## config.mk

```make
export PLATFORM = sky130hd
export DESIGN_NAME = mips_fetch_stage
export DESIGN_NICKNAME = d
export VERILOG_FILES = /design/src/rtl/mips_fetch_stage.sv
export SDC_FILE = /design/constraint.sdc
export NUM_CORES = 1
export LEC_CHECK = 0
export CAP_MARGIN = 20
export CORE_MARGIN = 2
export CORE_UTILIZATION = 46
export CTS_CLUSTER_DIAMETER = 40
export DETAILED_ROUTE_END_ITERATION = 10
export PLACE_DENSITY = 0.77
export SYNTH_ARGS = -nofsm -noshare
export SYNTH_HDL_FRONTEND = slang
export SYNTH_SLANG_ARGS = --single-unit
```

## constraint.sdc

```tcl
create_clock -name clock -period 2 [get_ports clock]
set_input_delay 0.4 -clock clock [delete_from_list [all_inputs] [get_ports clock]]
set_output_delay 0.4 -clock clock [all_outputs]
set_load 0.02 [all_outputs]
```

## src/rtl/mips_fetch_stage.sv

```systemverilog
// Instruction-fetch stage: PC register, variable-latency imem handshake and IF/ID register.
// Define FETCH_STATS_EN to add the fetchCount / bubbleCount statistics ports.
module mips_fetch_stage #(
  parameter logic [31:0] RESET_PC = 32'h0000_0000
) (
  input  logic        clock,
  input  logic        nReset,
  input  logic        stall,
  input  logic        flush,
  input  logic [1:0]  pcSrc,
  input  logic [31:0] branchTarget,
  input  logic [31:0] jumpTarget,
  output logic        imemReq,
  output logic [31:0] imemAddr,
  input  logic [31:0] imemData,
  input  logic        imemAck,
  output logic [31:0] ifidInstruction,
  output logic [31:0] ifidPcPlus4,
  output logic        ifidValid
`ifdef FETCH_STATS_EN
  ,
  output logic [31:0] fetchCount,
  output logic [31:0] bubbleCount
`endif
);

  typedef enum logic [1:0] {
    FETCH = 2'd0,
    HOLD  = 2'd1,
    DROP  = 2'd2
  } state_t;

  state_t      state_r, state_s;
  logic [31:0] pc_r, pc_s;
  logic [31:0] req_addr_r, req_addr_s;
  logic [31:0] hold_buf_r, hold_buf_s;
  logic        req_r;
  logic [31:0] ifid_instr_r, ifid_pc4_r;
  logic        ifid_valid_r;
  logic        ifid_we_s, valid_s;
  logic [31:0] instr_s, pc4_s;
  logic        ack_s, redirect_s;
  logic [31:0] target_s, seq_s;

  // Next-PC selection inputs; an ack only counts while a request is actually out.
  always_comb begin
    ack_s      = imemAck & req_r;
    redirect_s = (pcSrc == 2'd1) || (pcSrc == 2'd2);
    target_s   = ((pcSrc == 2'd2) ? jumpTarget : branchTarget) & 32'hFFFF_FFFC;
    seq_s      = pc_r + 32'd4;
  end

  // Fetch FSM next-state and IF/ID write decision.
  always_comb begin
    state_s    = state_r;
    pc_s       = pc_r;
    req_addr_s = req_addr_r;
    hold_buf_s = hold_buf_r;
    ifid_we_s  = 1'b0;
    instr_s    = 32'd0;
    pc4_s      = 32'd0;
    valid_s    = 1'b0;
    case (state_r)
      FETCH: begin
        if (redirect_s) begin
          // Any word landing this cycle belongs to the wrong path.
          pc_s      = target_s;
          ifid_we_s = 1'b1;
          if (req_r && !ack_s) begin
            state_s = DROP;
          end else begin
            req_addr_s = target_s;
          end
        end else if (ack_s) begin
          if (stall) begin
            hold_buf_s = imemData;
            state_s    = HOLD;
          end else begin
            ifid_we_s  = 1'b1;
            instr_s    = imemData;
            pc4_s      = req_addr_r + 32'd4;
            valid_s    = 1'b1;
            pc_s       = seq_s;
            req_addr_s = seq_s;
          end
        end else begin
          ifid_we_s = ~stall;
        end
      end
      HOLD: begin
        if (redirect_s) begin
          pc_s       = target_s;
          req_addr_s = target_s;
          hold_buf_s = 32'd0;
          ifid_we_s  = 1'b1;
          state_s    = FETCH;
        end else if (!stall) begin
          ifid_we_s  = 1'b1;
          instr_s    = hold_buf_r;
          pc4_s      = req_addr_r + 32'd4;
          valid_s    = 1'b1;
          pc_s       = seq_s;
          req_addr_s = seq_s;
          state_s    = FETCH;
        end else begin
          state_s = HOLD;
        end
      end
      DROP: begin
        if (redirect_s) begin
          pc_s = target_s;
        end else begin
          pc_s = pc_r;
        end
        ifid_we_s = redirect_s | ~stall;
        if (ack_s) begin
          state_s    = FETCH;
          req_addr_s = redirect_s ? target_s : pc_r;
        end else begin
          state_s = DROP;
        end
      end
      default: begin
        state_s = FETCH;
      end
    endcase
    if (flush) begin
      ifid_we_s = 1'b1;
      instr_s   = 32'd0;
      pc4_s     = 32'd0;
      valid_s   = 1'b0;
    end else begin
      ifid_we_s = ifid_we_s;
    end
  end

  // State, PC, request address, hold buffer and request strobe registers.
  always_ff @(posedge clock or negedge nReset) begin
    if (!nReset) begin
      state_r    <= FETCH;
      pc_r       <= RESET_PC;
      req_addr_r <= RESET_PC;
      hold_buf_r <= 32'd0;
      req_r      <= 1'b0;
    end else begin
      state_r    <= state_s;
      pc_r       <= pc_s;
      req_addr_r <= req_addr_s;
      hold_buf_r <= hold_buf_s;
      req_r      <= (state_s != HOLD);
    end
  end

  // IF/ID pipeline register; untouched on stall holds.
  always_ff @(posedge clock or negedge nReset) begin
    if (!nReset) begin
      ifid_instr_r <= 32'd0;
      ifid_pc4_r   <= 32'd0;
      ifid_valid_r <= 1'b0;
    end else if (ifid_we_s) begin
      ifid_instr_r <= instr_s;
      ifid_pc4_r   <= pc4_s;
      ifid_valid_r <= valid_s;
    end
  end

  assign imemReq         = req_r;
  assign imemAddr        = req_addr_r;
  assign ifidInstruction = ifid_instr_r;
  assign ifidPcPlus4     = ifid_pc4_r;
  assign ifidValid       = ifid_valid_r;

`ifdef FETCH_STATS_EN
  logic [31:0] fetch_cnt_r, bubble_cnt_r;

  // Statistics: real loads versus bubble writes into IF/ID.
  always_ff @(posedge clock or negedge nReset) begin
    if (!nReset) begin
      fetch_cnt_r  <= 32'd0;
      bubble_cnt_r <= 32'd0;
    end else if (ifid_we_s) begin
      if (valid_s) begin
        fetch_cnt_r <= fetch_cnt_r + 32'd1;
      end else begin
        bubble_cnt_r <= bubble_cnt_r + 32'd1;
      end
    end
  end

  assign fetchCount  = fetch_cnt_r;
  assign bubbleCount = bubble_cnt_r;
`endif

endmodule

```

==> results.json <==
{
  "status": "finished clean",
  "irDropWorstVdd_mv": 0.658,
  "max_freq_mhz": 504,
  "multi_input_area_um2": 4540,
  "finalInstanceArea_um2": 12800,
  "post-route-util_pct": 68.0,
  "hold_class": "in2async",
  "power_frac_clock_pct": 26.4,
  "worst_ep_arrival_time_ns": 1.58,
  "netSwitchingFraction_pct": 37.4,
  "timing_hold_violations_final": 0,
  "pwr-share-seq_pct": 39.1,
  "cts.clk_slew.worst_paths_ns": 0.07,
  "grt_pass1_vias": 8317,
  "via_per_inst": 5.72,
  "num_io_pins": 201,
  "cts-htree-levels": 4,
  "worst-path-max-fanout": 5,
  "synthesis.area_um2": 8890,
  "p_leak_nw": 5.43,
  "wirelength_mm": 27.7,
  "worst_pin_slew_ns": 0.497,
  "syn-num-nets": 1087,
  "seq_area_frac_synth_pct": 46.1,
  "regArea_um2": 4110,
  "cpMaxStageDelayCell": "clkdlybuf4s50_1",
  "synth.largest_area_cell": "dfrtp_1",
  "synth.top_cells.by_area": "dfrtp_1, nand2_1, o21ai_0",
  "drv_slew": 0,
  "place_hpwl_mm": 20.1,
  "ant_nets": 0,
  "synth_seq_cells": 164,
  "period_share_pct": 99.2,
  "antenna_found_initial": 0,
  "synth_edf_count": 0,
  "placed_cells": 1490,
  "drc": 0,
  "grt_setup_unrepaired": "yes",
  "start_kind": "flop",
  "clockBufferDepth": 2,
  "dr_total_vias": 8730,
  "firstDrtPassIters": 5,
  "avgRoutedWirePerCell_um": 18.2,
  "path_delay_family": "buffers and inverters",
  "core_area_um2": 18800,
  "setup_violations": 0,
  "port_buffers": 196,
  "fin_crit_ns": 1.98,
  "cp.required_ns": 1.60,
  "cts_sinks": 164,
  "cp_num_buf_inv": 1,
  "avgSynthCellArea_um2": 9.07,
  "synth_flop_cell": "dfrtp_1",
  "place_area_um2": 12000,
  "synth_cell_types": 72,
  "internal_power_mw": 7.78,
  "fin_skew_ns": 0.00909,
  "yosysWarnings": 0,
  "drt_iter0_drc": 651,
  "cts_root_buffer": "clkbuf_16",
  "drv_cap": 0,
  "worst-setup-path-type": "reg2out",
  "ys_async_sr_fraction_pct": 100,
  "cpPeakStageDelay_ns": 0.67,
  "area_delta_synth_final_pct": 44.0,
  "nNetsFinal": 1360,
  "die_area_um2": 20500,
  "clock_latency_ns": 0.43,
  "critPathCaptureType": "output pin",
  "p_comb_share_pct": 34.4,
  "drive_above_1_share_pct": 18.2,
  "chipHeight_um": 143,
  "grt_overflow_total": 0,
  "power.density_nw_per_um2": 971,
  "netlist.area_leader.share_pct": 46.1,
  "diodes": 0,
  "grt_first_pass_wirelength_mm": 43.6,
  "synthCells": 981,
  "start_util_pct": 47.2,
  "finalNonFillerCells": 1527,
  "slew_headroom_pct": 66.7,
  "fillers": 1461,
  "grt_util_all_layers_pct": 27.0,
  "cts_made_buffers": 17,
  "cts_tree": "built",
  "die_x_um": 143,
  "path_cells": "clkdlybuf4s50_1",
  "grt_max_degree": 52,
  "rows": 50,
  "report.power.total_mw": 12.4,
  "p_switching_mw": 4.65,
  "place.gp.congestion": 0.930
}
==> cell families (layout without fill, tap and decap cells) <==
group | Yosys count | count (layout) | synth area share, %
XOR/XNOR | 39 | 39 | 3.84
flip-flops | 164 | 164 | 46.1
multiplexers | 40 | 40 | 4.81
AND/OR/NAND/NOR | 436 | 436 | 25.1
AO/OA/AOI/OAI | 217 | 217 | 15.7
buffers and inverters | 82 | 368 | 4.00
adder cells (fa/ha/maj) | 3 | 3 | 0.422
==> power groups by stage <==
stage	clock, mW	sequential, mW	combinational [mW]
after floorplan	0	5.00	1.94
after global placement	0	4.85	4.12
after detailed placement	0	4.89	4.22
after CTS	3.34	4.83	4.23
after global routing	3.48	4.95	4.63
final	3.29	4.86	4.28
==> flip-flops by register name (all words and copies together), names as in the netlist <==
register and count:
imemReq 1, state_r 2, ifidPcPlus4 32, ifidValid 1
ifidInstruction 32, pc_r 32, imemAddr 32, hold_buf_r 32
==> cell usage after synthesis, types with 3 or more instances <==
| library cell | n |
|---|---|
| a211oi_1 | 11 |
| a21o_1 | 6 |
| a21oi_1 | 22 |
| a221o_1 | 5 |
| a22o_1 | 3 |
| a22oi_1 | 32 |
| a311oi_1 | 4 |
| a31oi_1 | 9 |
| and2_1 | 5 |
| and3_1 | 11 |
| and4_1 | 6 |
| buf_1 | 13 |
| buf_2 | 24 |
| clkbuf_1 | 32 |
| dfrtp_1 | 164 |
| ha_1 | 3 |
| inv_1 | 8 |
| mux2_2 | 22 |
| mux2i_1 | 18 |
| nand2_1 | 193 |
| nand2b_1 | 8 |
| nand3_1 | 67 |
| nand4_1 | 25 |
| nand4b_1 | 5 |
| nor2_1 | 30 |
| nor2b_1 | 16 |
| nor3_1 | 21 |
| nor4_1 | 12 |
| nor4_2 | 3 |
| nor4_4 | 4 |
| o211ai_1 | 4 |
| o21a_1 | 3 |
| o21ai_0 | 82 |
| o21ai_1 | 5 |
| o22ai_1 | 8 |
| o31ai_1 | 6 |
| or3_1 | 8 |
| or4_1 | 5 |
| xnor2_1 | 20 |
| xor2_1 | 19 |
==> through the flow <==
stage	setup TNS, ns	setup slack [ns]	hold slack (ns)
floorplan	-0.380	-0.0210	0.104
global placement	-51.39	-0.425	0.352
detailed placement	-55.84	-0.484	0.356
CTS	0	0.000745	0.471
global route	-0.0353	-0.0186	0.493
finish	0	0.0169	0.468
==> per-layer routing <==
metal | part of all wire (%) | GRT usage [%] | up-vias
li1 | - | - | 4088
met1 | 43 | 36.8 | 4253
met2 | 48 | 44.1 | 360
met3 | 7.6 | 4.86 | 29
met4 | 1.3 | 7.97 | 0
met5 | 0 | 0 | -
==> cell usage in the layout (no fill, tap or decap), drive strengths merged, types with 6 or more instances in the layout <==
cell / instances
mux2i: 18
a21o: 6
nand2b: 8
o31ai: 6
nor2: 31
dfrtp: 164
dlymetal6s2s: 11
a211oi: 11
o21ai: 88
xnor2: 20
nor2b: 16
nor4: 19
a31oi: 9
mux2: 22
nand2: 194
o22ai: 8
a21oi: 23
clkdlybuf4s50: 179
inv: 17
and4: 8
nand3: 69
and3: 11
a22oi: 32
nor3: 21
buf: 129
nand4: 27
clkbuf: 19
or3: 9
clkinv: 6
xor2: 19
==> repair_timing <==
item                                    CTS  global route
hold buffers                              1             0
pin swaps                                 1             5
endpoints found under the hold margin    40             0
gates cloned                              0             2
endpoints found under the setup margin   19            59
resized for setup                        12            32
setup buffers                             0             2
==> cell type report <==
cell class / count / share of cell area [%]
clock buffer: 17 / 3.32
clock inverter: 15 / 1.41
inverter: 9 / 0.264
multi-input combinational: 735 / 35.5
sequential: 164 / 32.1
tap: 260 / 2.54
timing repair buffer: 327 / 24.9
==> path summary, 6_finish.rpt <==
check / start / slack [ns] / end / cells past startpoint
setup / recovery: imemAddr[22] / 0.02 / imemAddr[22] / 1
hold / removal: nReset / 0.47 / ifidInstruction[25] / 2
setup reg to reg: state_r[1] / 0.04 / pc_r[26] / 7
hold reg to reg: hold_buf_r[30] / 0.47 / hold_buf_r[30] / 2
max in group asynchronous: nReset / 0.87 / pc_r[13] / 3
min in group clock: hold_buf_r[30] / 0.47 / hold_buf_r[30] / 2
(Power assumes the default switching activity.)
